--- src/rtl/alu_pipe_pkg.sv ---
// Shared types for the pipelined register-file/ALU datapath:
// ALU operation encodings and the helpers that size the shift amount.
package alu_pipe_pkg;

  typedef enum logic [2:0] {
    ALU_ADD = 3'b000,
    ALU_SUB = 3'b001,
    ALU_AND = 3'b010,
    ALU_OR  = 3'b011,
    ALU_XOR = 3'b100,
    ALU_SLT = 3'b101,
    ALU_SLL = 3'b110,
    ALU_SRA = 3'b111
  } alu_op_t;

  localparam int DEFAULT_DATA_WIDTH = 32;
  localparam int SHAMT_WIDTH        = $clog2(DEFAULT_DATA_WIDTH);

  function automatic int shamtWidth(input int dataWidth);
    return $clog2(dataWidth);
  endfunction

endpackage

--- src/rtl/alu_pipe_datapath_alu_core.sv ---
// Purely combinational 8-operation ALU with an operand-equality flag.
// Arithmetic wraps modulo 2**DATA_WIDTH; shifts use the low log2(DATA_WIDTH) bits of op2.
module alu_core
  import alu_pipe_pkg::*;
#(
  parameter int DATA_WIDTH = 32
) (
  input  logic [DATA_WIDTH-1:0] op1_i,
  input  logic [DATA_WIDTH-1:0] op2_i,
  input  alu_op_t               op_i,
  output logic [DATA_WIDTH-1:0] result_o,
  output logic                  eq_o
);

  localparam int ShW = shamtWidth(DATA_WIDTH);

  logic [ShW-1:0] shamt;
  logic           lessSigned;

  assign shamt      = op2_i[ShW-1:0];
  assign lessSigned = $signed(op1_i) < $signed(op2_i);
  assign eq_o       = (op1_i == op2_i);

  always_comb begin
    result_o = '0;
    unique case (op_i)
      ALU_ADD: result_o = op1_i + op2_i;
      ALU_SUB: result_o = op1_i - op2_i;
      ALU_AND: result_o = op1_i & op2_i;
      ALU_OR:  result_o = op1_i | op2_i;
      ALU_XOR: result_o = op1_i ^ op2_i;
      ALU_SLT: result_o = {{(DATA_WIDTH-1){1'b0}}, lessSigned};
      ALU_SLL: result_o = op1_i << shamt;
      ALU_SRA: result_o = DATA_WIDTH'($signed(op1_i) >>> shamt);
      default: result_o = '0;
    endcase
  end

endmodule

--- src/rtl/alu_pipe_datapath.sv ---
// Two-stage register-file/ALU datapath: EX computes into a pipeline register,
// WB commits it one edge later; the single in-flight result is forwarded to EX.
module alu_pipe_datapath
  import alu_pipe_pkg::*;
#(
  parameter int REG_FILE_ADDR_WIDTH = 5,
  parameter int DATA_WIDTH          = 32,
  parameter int ALU_CTRL_WIDTH      = 3,
  parameter int A0_ADDR             = 10
) (
  input  logic                           clk,
  input  logic                           rst_n,
  input  logic                           in_valid,
  input  logic                           ALUsrc,
  input  logic [ALU_CTRL_WIDTH-1:0]      ALUctrl,
  input  logic [REG_FILE_ADDR_WIDTH-1:0] AD1,
  input  logic [REG_FILE_ADDR_WIDTH-1:0] AD2,
  input  logic [REG_FILE_ADDR_WIDTH-1:0] AD3,
  input  logic                           WE3,
  input  logic [DATA_WIDTH-1:0]          ImmOp,
  output logic                           out_valid,
  output logic [DATA_WIDTH-1:0]          ALUout,
  output logic                           EQ,
  output logic [DATA_WIDTH-1:0]          a0
);

  localparam int NumRegs = 2 ** REG_FILE_ADDR_WIDTH;
  localparam logic [REG_FILE_ADDR_WIDTH-1:0] A0Idx = REG_FILE_ADDR_WIDTH'(A0_ADDR);

  logic [DATA_WIDTH-1:0]          rf_q [NumRegs];

  logic                           out_valid_q, out_valid_d;
  logic [DATA_WIDTH-1:0]          alu_out_q, alu_out_d;
  logic                           eq_q, eq_d;
  logic [REG_FILE_ADDR_WIDTH-1:0] wb_ad3_q, wb_ad3_d;
  logic                           wb_we_q, wb_we_d;

  logic [DATA_WIDTH-1:0]          rd1, rd2, op1, op2;
  logic [DATA_WIDTH-1:0]          aluResult;
  logic                           aluEq;
  logic                           wbFire, fwd1, fwd2;
  alu_op_t                        aluOp;

  // A committed write needs a live, enabled result aimed at a non-zero register.
  assign wbFire = out_valid_q && wb_we_q && (wb_ad3_q != '0);
  assign fwd1   = wbFire && (wb_ad3_q == AD1);
  assign fwd2   = wbFire && (wb_ad3_q == AD2);

  always_comb begin
    rd1 = (AD1 == '0) ? '0 : rf_q[AD1];
    rd2 = (AD2 == '0) ? '0 : rf_q[AD2];
    op1 = fwd1 ? alu_out_q : rd1;
    op2 = ALUsrc ? ImmOp : (fwd2 ? alu_out_q : rd2);
  end

  assign aluOp = alu_op_t'(ALUctrl[2:0]);

  alu_core #(
    .DATA_WIDTH(DATA_WIDTH)
  ) u_alu_core (
    .op1_i   (op1),
    .op2_i   (op2),
    .op_i    (aluOp),
    .result_o(aluResult),
    .eq_o    (aluEq)
  );

  // Bubbles keep ALUout/EQ stable but must never leave a write armed.
  always_comb begin
    out_valid_d = in_valid;
    alu_out_d   = alu_out_q;
    eq_d        = eq_q;
    wb_ad3_d    = wb_ad3_q;
    wb_we_d     = 1'b0;
    if (in_valid) begin
      alu_out_d = aluResult;
      eq_d      = aluEq;
      wb_ad3_d  = AD3;
      wb_we_d   = WE3;
    end
  end

  always_ff @(posedge clk or negedge rst_n) begin
    if (!rst_n) begin
      out_valid_q <= 1'b0;
      alu_out_q   <= '0;
      eq_q        <= 1'b0;
      wb_ad3_q    <= '0;
      wb_we_q     <= 1'b0;
    end else begin
      out_valid_q <= out_valid_d;
      alu_out_q   <= alu_out_d;
      eq_q        <= eq_d;
      wb_ad3_q    <= wb_ad3_d;
      wb_we_q     <= wb_we_d;
    end
  end

  always_ff @(posedge clk or negedge rst_n) begin
    if (!rst_n) begin
      for (int i = 0; i < NumRegs; i++) begin
        rf_q[i] <= '0;
      end
    end else if (wbFire) begin
      rf_q[wb_ad3_q] <= alu_out_q;
    end
  end

  assign out_valid = out_valid_q;
  assign ALUout    = alu_out_q;
  assign EQ        = eq_q;
  assign a0        = rf_q[A0Idx];

endmodule

--- config.mk ---
export PLATFORM = sky130hd
export DESIGN_NAME = alu_pipe_datapath
export DESIGN_NICKNAME = d
export VERILOG_FILES = /design/src/rtl/alu_pipe_pkg.sv /design/src/rtl/alu_pipe_datapath_alu_core.sv /design/src/rtl/alu_pipe_datapath.sv
export SDC_FILE = /design/constraint.sdc
export NUM_CORES = 2
export LEC_CHECK = 0
export BUFFER_PORTS_ARGS = -buffer_cell sky130_fd_sc_hd__buf_2
export CAP_MARGIN = 20
export CORE_ASPECT_RATIO = 0.7
export CORE_MARGIN = 4
export CORE_UTILIZATION = 30
export CTS_CLUSTER_DIAMETER = 50
export CTS_CLUSTER_SIZE = 20
export DETAILED_ROUTE_END_ITERATION = 10
export SLEW_MARGIN = 20
export SYNTH_ARGS = -nofsm -noshare
export SYNTH_HDL_FRONTEND = slang
export SYNTH_SLANG_ARGS = --single-unit
--- constraint.sdc ---
create_clock -name clk -period 7.1 [get_ports clk]
set_input_delay 0.355 -clock clk [delete_from_list [all_inputs] [get_ports clk]]
set_output_delay 0.355 -clock clk [all_outputs]
set_load 0.02 [all_outputs]
==> out/metrics.cfg <==
[finish]
mostFrequentLayoutCell=sky130_fd_sc_hd__dfrtp_1
fillers=21372
post-route-util=0.3402
nets=5545
drive_above_1_share=0.3889
areaGrowthSynthToFinish_pct=12.69
multi_input_comb_area_um2=36170
layout.cells.most_common_list=1062 x sky130_fd_sc_hd__dfrtp_1, 1035 x sky130_fd_sc_hd__mux2_2, 367 x sky130_fd_sc_hd__mux4_2
register_area_um2=26630
final_cells=8384

[logic_synthesis]
postSynth.asyncResetShare=1.000
post_synth_inst_count=5424
synthDistinctLibCells=103
yosys_register_bits=1064
syn_nets=5578
syn_avg_cell_area_um2=12.08
ys.warnings.count=0
synth_flop_cell=sky130_fd_sc_hd__dfrtp_1
seq_area_frac_synth=0.4064
mappedNetlistArea_um2=65510
synth_edf_count=0

[floorplan]
die-area_um2=226000
design.core.area_um2=217000
floorplan.initialDensity=0.3019
chipWidth_um=566.5
dieHeight_um=399.0
rows=143
io_pins=121

[placed_design]
placement.io_buffers=120
dpl.hpwl_um=198600
place_congestion=1.035
dpl_worst_slack_ns=0.1052
dp.cells=8191

[timing]
finalHoldViolCount=0
finalWorstSetupSlack_ns=0.3489
whs_ns=0.1214
worst-slew-pin-transition_ns=1.247
unrepaired_setup_endpoints_after_global_routing=false
final_max_slew_viol_count=0
setup_viol=0
finalClockSkew_ns=0.05556
max_slew_margin=0.1451
highest_clock_frequency_the_design_can_meet_ghz=0.1481
final.min_clock_period_ns=6.751
final_sum_of_negative_setup_slack_ns=0
finalCritPeriodShare=0.9509

[global_route]
global_route.usage.met3=0.09226
globalRouteMet2Util=0.3284
grt_start_max_net_pins=173
antenna_found_initial=18
track_usage=0.2449
grt-busiest-layer=met1
use_met1=0.3607
grt_pass1_vias=50123
grt_pass1_wl_um=400200
grt-ovfl-total=0

[setup_path]
critical_path.max_stage_delay_ns=0.82
crit_arrival_ns=7.41
timing.critical_path.to_type=flip-flop
cp.buffers_inverters=2
rr_endpoint=ALUout[0]
critical_path_depth=19
crit-reg2reg-launch=wb_ad3_q[0]
timing.critical_path.fanout_max=18
timing.reg2reg.worst_path_depth=19
regToRegSetupSlack_ns=0.35
cpMaxStageDelayCell=sky130_fd_sc_hd__o31ai_1
critical_path.startpoint_type=flip-flop
path_cells=or2_1 -> o211ai_2 -> nor3_4 -> nor2_4 -> a32o_1 -> mux2_2 -> ha_1 -> or4b_2 -> a21oi_1 -> buf_4 -> o31ai_1 -> a311oi_1 -> buf_4 -> o41ai_1 -> o22ai_1 -> a211oi_1 -> o31ai_1 -> a21oi_1 -> o221a_2
timing.critical_path.max_delay_family=compound AO/OA/AOI/OAI gates
critical_path_required_ns=7.76
critical_path_endpoint=ALUout[0]
cp-startpoint=wb_ad3_q[0]
path_class=flip-flop to flip-flop

[cts]
worstSkewPairLatency_ns=0.74
cts_max_level=3
post_cts.resized_instances=0
tritoncts=yes
root_buffer=sky130_fd_sc_hd__clkbuf_16
clkSlewWorstSetupHoldPaths_ns=0.08
cts.sink_count=1064
longest_clk_path_bufs=3
tritoncts.num_buffers=91

[power_and_ir_drop]
power.switching_fraction=0.3559
power_per_cell_area_nw_per_um2=247.3
sequentialPowerShare=0.417
power.share.combinational=0.270
power_report.internal_total_w=0.01176
ir_drop_v=0.0002749
leakagePower_nw=32.59
switchingPower_w=0.006496
power.clock.fraction=0.313

[routing]
post-route-drc-count=0
postRouteWirelength_um=284900
wire_length_per_cell_after_detailed_routing_um=33.99
total_via_count_after_detailed_routing=51870
vias_per_cell=6.187
drt.antenna.violating_nets=0
drt_iter0_drc=7522
firstDrtPassIters=5

[worst_hold_path]
hp-class=input pin to flip-flop

[run]
timing.max_cap.violations=0

[status]
run_status=finished, final reports clean

[worst reg2reg max path: cells and delay by family (launching register included)]
family / cells / cell delay, ns
flip-flops: 1 / 0.38
adder cells (fa/ha/maj): 1 / 0.22
buffers and inverters: 2 / 0.40
AND/OR/NAND/NOR: 4 / 1.51
AO/OA/AOI/OAI: 11 / 3.95
multiplexers: 1 / 0.21
[kinds of logic (layout without fill, tap and decap cells)]
| kind of cell | after synthesis | in the layout | synth area share |
|---|---|---|---|
| AND/OR/NAND/NOR | 786 | 786 | 0.05453 |
| XOR/XNOR | 39 | 39 | 0.005214 |
| AO/OA/AOI/OAI | 992 | 992 | 0.1090 |
| other | 0 | 17 | 0 |
| adder cells (fa/ha/maj) | 99 | 99 | 0.01914 |
| multiplexers | 1758 | 1758 | 0.3588 |
| buffers and inverters | 686 | 729 | 0.04689 |
| flip-flops | 1064 | 1064 | 0.4064 |
[cells in the mapped netlist, types with 10 or more instances]
cell	number	area (µm²)
sky130_fd_sc_hd__o21bai_1	16	120.1
sky130_fd_sc_hd__and3_1	12	75.07
sky130_fd_sc_hd__buf_1	53	198.9
sky130_fd_sc_hd__nand4_1	23	143.9
sky130_fd_sc_hd__nand2_1	280	1051
sky130_fd_sc_hd__a21oi_1	209	1046
sky130_fd_sc_hd__o22ai_1	26	162.7
sky130_fd_sc_hd__a221oi_1	51	446.7
sky130_fd_sc_hd__a21o_1	21	157.7
sky130_fd_sc_hd__a22o_1	22	192.7
sky130_fd_sc_hd__and2_1	16	100.1
sky130_fd_sc_hd__xnor2_1	30	262.8
sky130_fd_sc_hd__buf_6	18	202.7
sky130_fd_sc_hd__or3_1	18	112.6
sky130_fd_sc_hd__a211oi_1	61	457.9
sky130_fd_sc_hd__nor2_1	226	848.3
sky130_fd_sc_hd__o31ai_1	15	112.6
sky130_fd_sc_hd__o211ai_1	89	668.1
sky130_fd_sc_hd__a31oi_1	28	175.2
sky130_fd_sc_hd__o22a_1	23	201.4
sky130_fd_sc_hd__nor2b_1	24	150.1
sky130_fd_sc_hd__a22oi_1	86	645.6
sky130_fd_sc_hd__buf_2	64	320.3
sky130_fd_sc_hd__ha_1	97	1214
sky130_fd_sc_hd__nor3_1	64	320.3
sky130_fd_sc_hd__o21ai_0	121	605.6
sky130_fd_sc_hd__clkbuf_1	377	1415
sky130_fd_sc_hd__mux4_2	367	8265
sky130_fd_sc_hd__a211o_1	20	175.2
sky130_fd_sc_hd__inv_1	103	386.6
sky130_fd_sc_hd__or2_2	10	62.56
sky130_fd_sc_hd__a32o_1	38	380.4
sky130_fd_sc_hd__nand2b_1	14	87.58
sky130_fd_sc_hd__dfrtp_1	1064	26630
sky130_fd_sc_hd__nand3_1	58	290.3
sky130_fd_sc_hd__buf_4	62	465.5
sky130_fd_sc_hd__mux2_2	1035	11650
sky130_fd_sc_hd__o221ai_1	41	359.1
sky130_fd_sc_hd__mux2i_1	353	3533
[power by group through the flow]
stage | Clock, W | Combinational, W | Sequential (W)
2_1_floorplan | 0 | 0.00302 | 0.00747
3_3_place_gp | 0 | 0.00473 | 0.00764
3_5_place_dp | 0 | 0.00477 | 0.00769
4_1_cts | 0.00578 | 0.00479 | 0.00757
5_1_grt | 0.00601 | 0.00515 | 0.00770
6_report | 0.00572 | 0.00493 | 0.00761
[state kept, by name (all words and copies together) (netlist names)]
signal and count:
wb_ad3_q 5, out_valid 1, EQ 1, ALUout 32
wb_we_q 1, a0 32, rf_q 992
[per-layer routing]
layer / share of wire / vias up
met1: 0.44 / 27480
li1: - / 20515
met5: 0.00014 / -
met2: 0.39 / 3375
met3: 0.13 / 494
met4: 0.035 / 6
[layout make-up]
| type | instances | share of cell area |
|---|---|---|
| inverter | 109 | 0.005542 |
| timing repair buffer | 451 | 0.04900 |
| tap | 2900 | 0.04915 |
| sequential | 1064 | 0.3607 |
| clock buffer | 96 | 0.03152 |
| multi-input combinational | 3674 | 0.4899 |
| clock inverter | 73 | 0.01361 |
| antenna | 17 | 0.0005762 |
[how the worst min path moves through the flow]
stage                           from         end  slack (ns)  cells after the start
after floorplan                rst_n   ALUout[0]        0.06                      0
after global routing        in_valid   out_valid        0.09                      1
after CTS                   in_valid   out_valid        0.07                      1
after detailed placement   rf_q[996]   rf_q[996]        0.38                      0
final                       in_valid   out_valid        0.12                      1
after global placement    rf_q[1016]  rf_q[1016]        0.38                      0
[metrics by stage]
stage / cell area (µm²) / total power (W)
global placement: 70380 / 0.01237
CTS: 73780 / 0.01814
global route: 73790 / 0.01886
detailed placement: 70380 / 0.01246
floorplan: 65510 / 0.01049
finish: 73820 / 0.01825
[what timing repair did]
item	CTS	global route
hold endpoints to repair	83	0
hold buffers	7	0
buffers inserted	0	0
Note: power is estimated with default switching activity, not from simulation.
